<file path="src/rtl/pc_seq_if.sv">
// Bus bundle between the control unit / ALU flags (master) and the PC sequencer (slave).
interface pc_seq_if #(
  parameter int ADDR_WIDTH = 32
);
  // Control inputs to the sequencer
  logic                  stall;
  logic                  zeroFlag;
  logic                  branchFlag;
  logic                  branchNe;
  logic [ADDR_WIDTH-1:0] branchOffset;
  logic                  jmpFlag;
  logic [ADDR_WIDTH-1:0] jmpAddress;
  logic                  jrFlag;
  logic [ADDR_WIDTH-1:0] jrAddress;
  logic                  retFlag;
  logic                  linkFlag;

  // Sequencer outputs
  logic [ADDR_WIDTH-1:0] addr;
  logic [ADDR_WIDTH-1:0] linkAddr;
  logic                  resetControl;
  logic                  rasEmpty;
  logic                  rasOverflow;
  logic                  rasUnderflow;

  modport master (
    output stall, zeroFlag, branchFlag, branchNe, branchOffset,
           jmpFlag, jmpAddress, jrFlag, jrAddress, retFlag, linkFlag,
    input  addr, linkAddr, resetControl, rasEmpty, rasOverflow, rasUnderflow
  );

  modport slave (
    input  stall, zeroFlag, branchFlag, branchNe, branchOffset,
           jmpFlag, jmpAddress, jrFlag, jrAddress, retFlag, linkFlag,
    output addr, linkAddr, resetControl, rasEmpty, rasOverflow, rasUnderflow
  );
endinterface

</file>
<file path="src/rtl/pc_seq.sv">
// Program-counter sequencer: reset hold-off, stall, branches, jumps,
// jump-register and a circular return-address stack for jal / jr $ra pairs.
module pc_seq #(
  parameter int                    ADDR_WIDTH  = 32,
  parameter logic [ADDR_WIDTH-1:0] RESET_ADDR  = '0,
  parameter int                    INSTR_BYTES = 4,
  parameter int                    RESET_HOLD  = 2,
  parameter int                    RAS_DEPTH   = 4
) (
  input logic     Clk,
  input logic     Reset,
  pc_seq_if.slave bus
);

  localparam int PTR_W  = $clog2(RAS_DEPTH);
  localparam int CNT_W  = $clog2(RAS_DEPTH + 1);
  localparam int HOLD_W = (RESET_HOLD > 1) ? $clog2(RESET_HOLD) : 1;

  localparam logic [ADDR_WIDTH-1:0] STEP       = ADDR_WIDTH'(INSTR_BYTES);
  localparam logic [ADDR_WIDTH-1:0] ALIGN_MASK = ~(STEP - ADDR_WIDTH'(1));
  localparam logic [PTR_W-1:0]      LAST_IDX   = PTR_W'(RAS_DEPTH - 1);
  localparam logic [PTR_W-1:0]      PTR_ONE    = PTR_W'(1);
  localparam logic [CNT_W-1:0]      CNT_FULL   = CNT_W'(RAS_DEPTH);
  localparam logic [CNT_W-1:0]      CNT_ONE    = CNT_W'(1);
  localparam logic [HOLD_W-1:0]     HOLD_LAST  = HOLD_W'(RESET_HOLD - 1);
  localparam logic [HOLD_W-1:0]     HOLD_ONE   = HOLD_W'(1);

  localparam logic [0:0] ST_HOLD = 1'b0;
  localparam logic [0:0] ST_RUN  = 1'b1;

  // Sequencer state
  logic [0:0]            state_reg;
  logic [HOLD_W-1:0]     hold_cnt_reg;
  logic                  rc_reg;
  logic [ADDR_WIDTH-1:0] addr_reg;
  logic [ADDR_WIDTH-1:0] addr_next;

  // Return-address stack: wr_ptr is the next free slot, top is one below it
  logic [ADDR_WIDTH-1:0] ras_mem [RAS_DEPTH];
  logic [PTR_W-1:0]      wr_ptr_reg;
  logic [PTR_W-1:0]      wr_ptr_next;
  logic [CNT_W-1:0]      cnt_reg;
  logic [CNT_W-1:0]      cnt_next;
  logic                  ovf_reg;
  logic                  unf_reg;

  // Decode helpers
  logic                  run_en;
  logic                  ras_empty;
  logic [PTR_W-1:0]      top_ptr;
  logic [ADDR_WIDTH-1:0] top_val;
  logic [ADDR_WIDTH-1:0] link_addr;
  logic                  taken;
  logic [ADDR_WIDTH-1:0] target;
  logic                  pop;
  logic                  push;
  logic                  push_we;
  logic                  underflow_evt;
  logic                  overflow_evt;
  logic [PTR_W-1:0]      ptr_pop;
  logic [CNT_W-1:0]      cnt_pop;

  // The PC only moves once resetControl has been seen low, so the first
  // fetch-address change lands on the edge after resetControl falls.
  assign run_en    = (state_reg == ST_RUN) && !rc_reg && !bus.stall;
  assign ras_empty = (cnt_reg == '0);
  assign top_ptr   = (wr_ptr_reg == '0) ? LAST_IDX : (wr_ptr_reg - PTR_ONE);
  assign top_val   = ras_mem[top_ptr];
  assign link_addr = addr_reg + STEP;
  assign taken     = bus.branchFlag & (bus.zeroFlag ^ bus.branchNe);

  assign pop           = run_en && bus.retFlag && !ras_empty;
  assign underflow_evt = run_en && bus.retFlag && ras_empty;
  assign push          = run_en && bus.linkFlag;
  assign push_we       = push && !Reset;

  // Select the redirect target; first matching source wins
  always_comb begin
    target = link_addr;
    if (bus.retFlag) begin
      target = ras_empty ? bus.jrAddress : top_val;
    end else if (bus.jrFlag) begin
      target = bus.jrAddress;
    end else if (bus.jmpFlag) begin
      target = bus.jmpAddress;
    end else if (taken) begin
      target = link_addr + bus.branchOffset;
    end
  end

  // Next fetch address: aligned target when running, otherwise hold
  always_comb begin
    addr_next = addr_reg;
    if (run_en) begin
      addr_next = target & ALIGN_MASK;
    end
  end

  // Stack bookkeeping: pop first, then push, so ret+link replaces the top
  always_comb begin
    ptr_pop      = wr_ptr_reg;
    cnt_pop      = cnt_reg;
    overflow_evt = 1'b0;
    if (pop) begin
      ptr_pop = top_ptr;
      cnt_pop = cnt_reg - CNT_ONE;
    end
    wr_ptr_next = ptr_pop;
    cnt_next    = cnt_pop;
    if (push) begin
      wr_ptr_next = (ptr_pop == LAST_IDX) ? '0 : (ptr_pop + PTR_ONE);
      if (cnt_pop == CNT_FULL) begin
        // Full: the free slot coincides with the oldest entry, which is dropped
        overflow_evt = 1'b1;
      end else begin
        cnt_next = cnt_pop + CNT_ONE;
      end
    end
  end

  // Stack storage write; contents need no reset because the count is flushed
  always_ff @(posedge Clk) begin
    if (push_we) begin
      ras_mem[ptr_pop] <= link_addr;
    end
  end

  // Hold-off FSM, fetch address, stack pointers and sticky flags
  always_ff @(posedge Clk) begin
    if (Reset) begin
      state_reg    <= ST_HOLD;
      hold_cnt_reg <= '0;
      rc_reg       <= 1'b1;
      addr_reg     <= RESET_ADDR;
      wr_ptr_reg   <= '0;
      cnt_reg      <= '0;
      ovf_reg      <= 1'b0;
      unf_reg      <= 1'b0;
    end else begin
      rc_reg <= (state_reg == ST_HOLD);
      if (state_reg == ST_HOLD) begin
        if (hold_cnt_reg == HOLD_LAST) begin
          state_reg    <= ST_RUN;
          hold_cnt_reg <= '0;
        end else begin
          hold_cnt_reg <= hold_cnt_reg + HOLD_ONE;
        end
      end
      addr_reg   <= addr_next;
      wr_ptr_reg <= wr_ptr_next;
      cnt_reg    <= cnt_next;
      ovf_reg    <= ovf_reg | overflow_evt;
      unf_reg    <= unf_reg | underflow_evt;
    end
  end

  assign bus.addr         = addr_reg;
  assign bus.linkAddr     = link_addr;
  assign bus.resetControl = rc_reg;
  assign bus.rasEmpty     = ras_empty;
  assign bus.rasOverflow  = ovf_reg;
  assign bus.rasUnderflow = unf_reg;

endmodule

</file>
<file path="src/flat_wrapper.sv">
// flat-port wrapper written by rule: the top's interface ports become plain ports
module pc_seq_flat 
#(
  parameter int                    ADDR_WIDTH  = 32,
  parameter logic [ADDR_WIDTH-1:0] RESET_ADDR  = '0,
  parameter int                    INSTR_BYTES = 4,
  parameter int                    RESET_HOLD  = 2,
  parameter int                    RAS_DEPTH   = 4
)
  (Clk, Reset, bus_stall, bus_zeroFlag, bus_branchFlag, bus_branchNe, bus_branchOffset, bus_jmpFlag, bus_jmpAddress, bus_jrFlag, bus_jrAddress, bus_retFlag, bus_linkFlag, bus_addr, bus_linkAddr, bus_resetControl, bus_rasEmpty, bus_rasOverflow, bus_rasUnderflow);
  pc_seq_if #(.ADDR_WIDTH(ADDR_WIDTH)) bus_i ();
  input logic Clk;
  input logic Reset;
  input wire logic [$bits(bus_i.stall)-1:0] bus_stall;
  input wire logic [$bits(bus_i.zeroFlag)-1:0] bus_zeroFlag;
  input wire logic [$bits(bus_i.branchFlag)-1:0] bus_branchFlag;
  input wire logic [$bits(bus_i.branchNe)-1:0] bus_branchNe;
  input wire logic [$bits(bus_i.branchOffset)-1:0] bus_branchOffset;
  input wire logic [$bits(bus_i.jmpFlag)-1:0] bus_jmpFlag;
  input wire logic [$bits(bus_i.jmpAddress)-1:0] bus_jmpAddress;
  input wire logic [$bits(bus_i.jrFlag)-1:0] bus_jrFlag;
  input wire logic [$bits(bus_i.jrAddress)-1:0] bus_jrAddress;
  input wire logic [$bits(bus_i.retFlag)-1:0] bus_retFlag;
  input wire logic [$bits(bus_i.linkFlag)-1:0] bus_linkFlag;
  output wire logic [$bits(bus_i.addr)-1:0] bus_addr;
  output wire logic [$bits(bus_i.linkAddr)-1:0] bus_linkAddr;
  output wire logic [$bits(bus_i.resetControl)-1:0] bus_resetControl;
  output wire logic [$bits(bus_i.rasEmpty)-1:0] bus_rasEmpty;
  output wire logic [$bits(bus_i.rasOverflow)-1:0] bus_rasOverflow;
  output wire logic [$bits(bus_i.rasUnderflow)-1:0] bus_rasUnderflow;
  assign bus_i.stall = bus_stall;
  assign bus_i.zeroFlag = bus_zeroFlag;
  assign bus_i.branchFlag = bus_branchFlag;
  assign bus_i.branchNe = bus_branchNe;
  assign bus_i.branchOffset = bus_branchOffset;
  assign bus_i.jmpFlag = bus_jmpFlag;
  assign bus_i.jmpAddress = bus_jmpAddress;
  assign bus_i.jrFlag = bus_jrFlag;
  assign bus_i.jrAddress = bus_jrAddress;
  assign bus_i.retFlag = bus_retFlag;
  assign bus_i.linkFlag = bus_linkFlag;
  assign bus_addr = bus_i.addr;
  assign bus_linkAddr = bus_i.linkAddr;
  assign bus_resetControl = bus_i.resetControl;
  assign bus_rasEmpty = bus_i.rasEmpty;
  assign bus_rasOverflow = bus_i.rasOverflow;
  assign bus_rasUnderflow = bus_i.rasUnderflow;
  pc_seq #(.ADDR_WIDTH(ADDR_WIDTH), .RESET_ADDR(RESET_ADDR), .INSTR_BYTES(INSTR_BYTES), .RESET_HOLD(RESET_HOLD), .RAS_DEPTH(RAS_DEPTH)) u_core (.Clk(Clk), .Reset(Reset), .bus(bus_i));
endmodule
</file>
<file path="config.mk">
export PLATFORM = sky130hd
export DESIGN_NAME = pc_seq_flat
export DESIGN_NICKNAME = d
export VERILOG_FILES = /design/src/rtl/pc_seq_if.sv /design/src/rtl/pc_seq.sv /design/src/flat_wrapper.sv
export SDC_FILE = /design/constraint.sdc
export NUM_CORES = 1
export LEC_CHECK = 0
export BUFFER_PORTS_ARGS = -buffer_cell sky130_fd_sc_hd__buf_4
export CORE_UTILIZATION = 50
export DETAILED_ROUTE_END_ITERATION = 10
export HOLD_SLACK_MARGIN = 0.1
export PLACE_DENSITY = 0.73
export SLEW_MARGIN = 10
export SYNTH_ARGS = -nofsm -noshare
export SYNTH_HDL_FRONTEND = slang
export SYNTH_SLANG_ARGS = --single-unit
export TNS_END_PERCENT = 10
</file>
<file path="constraint.sdc">
create_clock -name Clk -period 7 [get_ports Clk]
set_input_delay 1.05 -clock Clk [delete_from_list [all_inputs] [get_ports Clk]]
set_output_delay 1.05 -clock Clk [all_outputs]
set_load 0.02 [all_outputs]
</file>
==> results of run 1 <==
cell usage in the layout, fill, tap and decap left out, types with 28 or more instances in the layout:
cell      count
nor2_1       77
edfxtp_1    120
xnor2_1      29
buf_4       184
o21ai_0      43
nand2_1     108
nor3_1       28
dfxtp_1      40
a21oi_1      62
ha_1         45
mux4_2       30
layer usage:
| metal | wire length, um | up-vias |
|---|---|---|
| li1 | - | 3796 |
| met1 | 13100 | 4156 |
| met2 | 14200 | 488 |
| met3 | 3230 | 56 |
| met4 | 883 | 0 |
| met5 | 0 | - |
critical path: cells and delay by family, from the launching register on:
kind	cells	cell delay, ns
simple gates	4	1.38
flops	1	0.47
fa+ha+maj	2	0.71
compound gates	6	1.38
xor+xnor	1	0.63
path summary, 6_finish.rpt:
path,startpoint,endpoint,slack (ns),cells after the start
setup / recovery,u_core.bus.addr[2]$_SDFFE_PP0P_,u_core.bus.addr[29]$_SDFFE_PP0P_,2.33,13
hold / removal,u_core.state_reg$_SDFF_PP0_,u_core.bus.resetControl$_SDFF_PP1_,0.45,1
setup reg to reg,u_core.bus.addr[2]$_SDFFE_PP0P_,u_core.bus.addr[29]$_SDFFE_PP0P_,2.33,13
hold reg to reg,u_core.state_reg$_SDFF_PP0_,u_core.bus.resetControl$_SDFF_PP1_,0.45,1
layout make-up:
type,count,share of cell area
Clock buffer,19,0.0372
Clock inverter,13,0.0111
Inverter,22,0.00709
Multi-Input combinational cell,689,0.423
Sequential cell,160,0.378
Tap cell,234,0.0251
Timing Repair Buffer,184,0.119
cells by family after synthesis:
| group | synth area share |
|---|---|
| simple gates | 0.147 |
| compound gates | 0.167 |
| fa+ha+maj | 0.0606 |
| xor+xnor | 0.0481 |
| mux | 0.0870 |
| flops | 0.458 |
| other cells | 0.000390 |
| buf+inv | 0.0324 |
through the flow:
stage	cells	hold slack [ns]	utilization	instance area (um2)
detailed placement	1289	0.440	0.591	11100
global route	1321	0.467	0.621	11600
CTS	1321	0.453	0.621	11600
floorplan	922	0.414	-	9630
global placement	1289	0.438	0.591	11100
finish	1321	0.448	0.621	11600
power by group:
| part | leakage [nW] | internal [mW] | total [mW] | switching (mW) |
|---|---|---|---|---|
| clock network | 0.262 | 0.496 | 0.904 | 0.409 |
| logic | 2.82 | 0.108 | 0.264 | 0.157 |
| registers | 1.38 | 1.02 | 1.03 | 0.0102 |
| total | 4.46 | 1.62 | 2.20 | 0.576 |
==> results by group, run 1 <==
Status
  • Outcome: finished, final reports clean

Floorplanning
  • Die H: ~140 um
  • Initial core utilization: 0.512
  • Die area: roughly 20000 um2
  • I/O pin cnt: 174
  • Core ar.: 18800 um2
  • Row cnt: 50
  • Die outline width: 141 um

Timing
  • RSZ-0062 raised after global routing: false
  • Fmax: 0.214 GHz
  • Slew @ Worst Pin: 0.913 ns
  • Final setup fails: 0
  • Setup TNS: 0 ns
  • Final worst slack: approximately 2.3 ns
  • Period minus WS final: 4.67 ns
  • Clk_skew: 0.0109 ns
  • Final hold viol count: 0
  • Relative slew slack: 0.391
  • Max-slew violations: 0
  • Fin crit share: 0.668

Route
  • Vias post-DR: roughly 8.5k
  • Post-Route WL: approximately 31000 um
  • Iteration-0 DRC Markers: 980
  • Residual DRC: 0
  • Remaining antenna violation count: 0
  • TritonRoute pass-1 iters: 6
  • Via/cell ratio: approximately 6.4
  • Routed len/inst: 23.8 um

Clock tree
  • CTS Buffer Depth: 2
  • Clk root buf: clkbuf_16
  • Hold_buf cts: 0
  • CTS tree: done
  • Sink Count: 160
  • Worst-Skew Late Latency: 0.44 ns
  • Cts bufs inserted: 17
  • Post-CTS setup buffers: 0
  • Clock-pin slew on the worst setup and hold paths: roughly 0.070 ns
  • # resized after CTS: 0
  • CTS H-tree depth: 4

Synth
  • Library cells used by synthesis: 73
  • Gate count after technology mapping: 919
  • Ys flop type: edfxtp_1
  • EDFF count, synth: 120
  • Synth top area share: 0.375
  • Most frequent cell after synthesis: edfxtp_1
  • Flops & latches, synth: 160
  • YS warnings: 0
  • Synth cell count leaders: 120 x edfxtp_1, 108 x nand2_1, 78 x nor2_1
  • Post-synth ARST share: 0
  • Synth top area cells: edfxtp_1 37%, dfxtp_1 8.3%, mux4_2 7.0%, ha_1 5.9%, nand2_1 4.2%
  • Yosys top cell by area: edfxtp_1
  • Syn Area/Cell: between 10 and 15 um2
  • Mapped cell area: 9620 um2
  • Sequential area share after synthesis: 0.458

Setup path
  • Worst path slowest cell: or4_1
  • Startpoint types: flop
  • Crit. End Element: flop
  • Slowest stage delay, CP: 0.64 ns
  • Critical path cell sequence: ha_1 -> and4_1 -> nand4_1 -> or4_1 -> xnor2_1 -> ha_1 -> a21oi_1 -> nor2b_1 -> o32ai_1 -> a211oi_1 -> o21bai_1 -> a21bo_2 -> a211oi_1
  • CP max FO: 8
  • CP required: 7.35 ns
  • Critical Path AT: roughly 5.0 ns
  • Crit Path Category: reg2reg

Placed design
  • # port buffers: approximately 160
  • Pre-CTS worst setup slack: 2.48 ns
  • DP Wirelength: 21600 um
  • GP Congestion: between 0.9 and 1

Final layout
  • Footprint of the multi-input gates: 4930 um2
  • P&R area growth vs syn: 21.1%
  • Ratio of cells with drive above 1 in the final layout: 0.242
  • FF+latch area: 4400 um2
  • Fin nets: 1226
  • N_diodes: 0
  • Fill count: approximately 1.6k
  • Largest register FFs: 120

Power
  • P_leak: 4.46 nW
  • Peak VDD IR: 0.178 mV
  • Total Power: 2.20 mW
  • Power Density: 189 nW/um2

Global route
  • Met3 usage: 0.0645
  • Initial antenna violation count: 0
  • GR Layer Usage met1: 0.452
  • GRT overflow: 0
  • First-pass GRT wire length: 47000 um
  • Largest net degree at the start of global routing: 44
  • Grt peak-use layer: met2
  • Vias in the first global route: slightly below 8k
  • Total track usage: 0.325
  • Met2 Use GR: 0.503

Min path
  • Min-delay worst type: reg2reg

Run
  • MaxCap Viol Count: 0
Power figures use the tool's default switching activity.
==> run 2, diff against run 1 <==
--- a/config.mk
+++ b/config.mk
@@ -5,11 +5,12 @@
 export SDC_FILE = /design/constraint.sdc
 export NUM_CORES = 1
 export LEC_CHECK = 0
+export ABC_AREA = 1
 export BUFFER_PORTS_ARGS = -buffer_cell sky130_fd_sc_hd__buf_4
 export CORE_UTILIZATION = 50
 export DETAILED_ROUTE_END_ITERATION = 10
 export HOLD_SLACK_MARGIN = 0.1
-export PLACE_DENSITY = 0.73
+export PLACE_DENSITY = 0.72
 export SLEW_MARGIN = 10
 export SYNTH_ARGS = -nofsm -noshare
 export SYNTH_HDL_FRONTEND = slang
==> constraint.sdc (replaced) <==
create_clock -name Clk -period 4.75 [get_ports Clk]
set_input_delay 0.7125 -clock Clk [delete_from_list [all_inputs] [get_ports Clk]]
set_output_delay 0.7125 -clock Clk [all_outputs]
set_load 0.02 [all_outputs]
==> results by group, run 2 <==
Status
  • Outcome: finished, final reports clean

Synth
  • Mapped cell area: 10700 um2 (+11%)
  • Gate count after technology mapping: 1453 (+58%)
  • Yosys top cell by area: edfxtp_1
  • Library cells used by synthesis: 46 (-37%)
  • Synth cell count leaders: 353 x nand2_1, 207 x nor2_1, 169 x inv_1
  • Synth top area share: 0.337 (-0.0379)
  • Post-synth ARST share: 0 (unchanged)
  • YS warnings: 0 (unchanged)
  • Synth top area cells: edfxtp_1 34%, nand2_1 12%, dfxtp_1 7.5%, nor2_1 7.3%, o21ai_0 6.9%
  • Syn Area/Cell: 7.37 um2 (-30%)
  • EDFF count, synth: 120 (unchanged)
  • Ys flop type: edfxtp_1
  • Flops & latches, synth: 160 (unchanged)
  • Most frequent cell after synthesis: nand2_1
  • Sequential area share after synthesis: 0.412 (-0.0464)

Floorplanning
  • Core ar.: 21000 um2 (+12%)
  • Die H: 148 um (+5.4%)
  • I/O pin cnt: 174 (unchanged)
  • Die area: 22000 um2 (+11%)
  • Die outline width: 148 um (+5.4%)
  • Initial core utilization: 0.509 (-0.00339)
  • Row cnt: 53 (+6.0%)

Setup path
  • CP required: 5.11 ns (-2.24 ns)
  • Crit. End Element: flop
  • Critical Path AT: 4.02 ns (-1.01 ns)
  • CP dominant cell by count: nand2_1
  • Reg2Reg Setup Slack: 1.09 ns (-1.23 ns)
  • Critical register-to-register path startpoint: u_core.bus.addr[2]$_SDFFE_PP0P_
  • Slowest stage delay, CP: 0.50 ns (-0.14 ns)
  • Startpoint types: flop
  • CP max FO: 7 (-1)
  • Critical path cell sequence: ha_1 -> inv_1 -> nor2_2 -> nand2_2 -> nor2_2 -> xor2_2 -> ha_1 -> nand2_1 -> nand2_1 -> a21oi_1 -> nand2_1 -> a21oi_1 -> nand2_1 -> nand2_1 -> nand3_1 -> nand2_1 -> nand2_1 -> nand2_1 -> nand2_1 -> a21oi_1
  • R2R Path End: u_core.bus.addr[29]$_SDFFE_PP0P_
  • R2r worst-path depth: 20 (+7)
  • Worst path slowest cell: dfxtp_1
  • Crit Path Category: reg2reg

Final layout
  • Largest register FFs: 120 (unchanged)
  • Fill count: 1950 (+23%)
  • Most common cell after layout, fill and taps aside: nand2_1
  • P&R area growth vs syn: 19.1%
  • Most frequent cells in the layout: 352 x nand2_1, 203 x nor2_1, 179 x buf_4
  • N_diodes: 0 (unchanged)
  • Fin nets: 1745 (+42%)
  • Final Instance Count excl. Fillers: 1881 (+42%)
  • Ratio of cells with drive above 1 in the final layout: 0.153 (-0.0894)

Clock tree
  • Cts bufs inserted: 17 (unchanged)
  • Clk root buf: clkbuf_16
  • CTS Buffer Depth: 2 (unchanged)
  • Worst-Skew Late Latency: 0.43 ns (about the same)
  • Sink Count: 160 (unchanged)
  • Hold_buf cts: 0 (unchanged)
  • CTS tree: done
  • Post-CTS setup buffers: 0 (unchanged)
  • Clock-pin slew on the worst setup and hold paths: 0.07 ns (about the same)
  • # resized after CTS: 0 (unchanged)
  • CTS H-tree depth: 4 (unchanged)

Global route
  • Total track usage: 0.317 (-0.00722)
  • GRT overflow: 0 (unchanged)
  • First-pass GRT wire length: 52400 um (+11%)
  • Vias in the first global route: 9677 (+22%)
  • Largest net degree at the start of global routing: 62 (+41%)
  • Initial antenna violation count: 0 (unchanged)

Timing
  • Final worst slack: 1.09 ns (-1.23 ns)
  • Setup TNS: 0 ns (unchanged)
  • RSZ-0062 raised after global routing: false
  • Fmax: 0.273 GHz (+28%)
  • Final hold viol count: 0 (unchanged)
  • Relative slew slack: 0.241 (-0.150)
  • Slew @ Worst Pin: 1.14 ns (+0.225 ns)
  • Clk_skew: 0.0151 ns (+0.00429 ns)
  • Final setup fails: 0 (unchanged)
  • Period minus WS final: 3.66 ns (-1.02 ns)
  • WHS: 0.412 ns (-0.0368 ns)
  • Max-slew violations: 0 (unchanged)
  • Fin crit share: 0.770 (+0.102)

Placed design
  • # port buffers: 163 (unchanged)
  • Placed cell count: 1849 (+43%)
  • Pre-CTS worst setup slack: 1.20 ns (-1.28 ns)
  • DP Wirelength: 24500 um (+13%)
  • GP Congestion: 0.954 (about the same)

Power
  • P_leak: 5.79 nW (+30%)
  • Peak VDD IR: 0.219 mV (+23%)
  • Total Power: 3.29 mW (+50%)
  • Power Density: 258 nW/um2 (+37%)

Run
  • MaxCap Viol Count: 0 (unchanged)

Route
  • Routed len/inst: 18.4 um (-23%)
  • Residual DRC: 0 (unchanged)
  • Via/cell ratio: 5.60 (-13%)
  • TritonRoute pass-1 iters: 5 (-1)
  • Post-Route WL: 34600 um (+10%)
  • Vias post-DR: 10.5k (+24%)
  • Remaining antenna violation count: 0 (unchanged)
  • Iteration-0 DRC Markers: 1004 (+2.4%)

Min path
  • Hold path start: u_core.state_reg$_SDFF_PP0_
  • Hold endpoint: u_core.bus.resetControl$_SDFF_PP1_
  • Min-delay worst type: reg2reg
  • Hold path depth: 1 (unchanged)
run 2: worst max path at each step:
stage | cells past startpoint | slack [ns] | start | to
2_1_floorplan | 6 | 1.35 | bus_stall | u_core.ras_mem[3][10]$_DFFE_PP_
3_3_place_gp | 20 | 1.24 | u_core.bus.addr[2]$_SDFFE_PP0P_ | u_core.bus.addr[29]$_SDFFE_PP0P_
3_5_place_dp | 20 | 1.20 | u_core.bus.addr[2]$_SDFFE_PP0P_ | u_core.bus.addr[29]$_SDFFE_PP0P_
4_1_cts | 20 | 1.16 | u_core.bus.addr[2]$_SDFFE_PP0P_ | u_core.bus.addr[29]$_SDFFE_PP0P_
5_1_grt | 22 | 0.70 | u_core.bus.addr[2]$_SDFFE_PP0P_ | u_core.bus.addr[23]$_SDFFE_PP0P_
6_report | 20 | 1.09 | u_core.bus.addr[2]$_SDFFE_PP0P_ | u_core.bus.addr[29]$_SDFFE_PP0P_
run 2: logic make-up after synthesis:
kind of cell | Yosys count | share of synthesized area
other | 1 | 0.000350
flip-flops | 160 | 0.412
adder cells (fa/ha/maj) | 46 | 0.0545
AO/OA/AOI/OAI | 325 | 0.170
buffers and inverters | 234 | 0.0883
AND/OR/NAND/NOR | 657 | 0.250
XOR/XNOR | 30 | 0.0260
run 2: through the flow:
stage	area, um2	util
2_1_floorplan	10700	-
3_3_place_gp	12100	0.578
3_5_place_dp	12100	0.578
4_1_cts	12700	0.606
5_1_grt	12700	0.606
6_report	12700	0.606
run 2: power by group:
group          switching, mW  internal, mW  total (mW)
Sequential            0.0105          1.49        1.50
Clock                  0.638         0.761        1.40
Combinational          0.235         0.150       0.385
run 2: worst max-delay path, delay by kind of cell, from the launching register on:
| family | cells | cell delay, ns |
|---|---|---|
| AOI/OAI and AO/OA | 3 | 0.49 |
| xor gates and xnor gates | 1 | 0.48 |
| adders and majority gates | 2 | 0.71 |
| buffers and inverters | 1 | 0.09 |
| DFF | 1 | 0.50 |
| and+or+nand+nor | 13 | 1.33 |
run 2: cell type report:
type / instances / area [um2] / area share
well taps: 275 / 344 / 0.0270
inverters: 172 / 646 / 0.0507
clock buffers: 19 / 475 / 0.0373
clock inverters: 13 / 126 / 0.00991
multi-input cells: 1062 / 5390 / 0.423
flip-flops and latches: 160 / 4400 / 0.346
repair buffers: 180 / 1360 / 0.107
run 2: per-layer routing:
metal / track usage / vias to the layer above / part of all wire / wire, um
met5: 0 / - / 0 / 0
met4: 0.113 / 0 / 0.026 / 894
met3: 0.0380 / 66 / 0.089 / 3070
met2: 0.522 / 542 / 0.47 / 16200
met1: 0.431 / 4856 / 0.42 / 14500
li1: - / 5067 / - / -
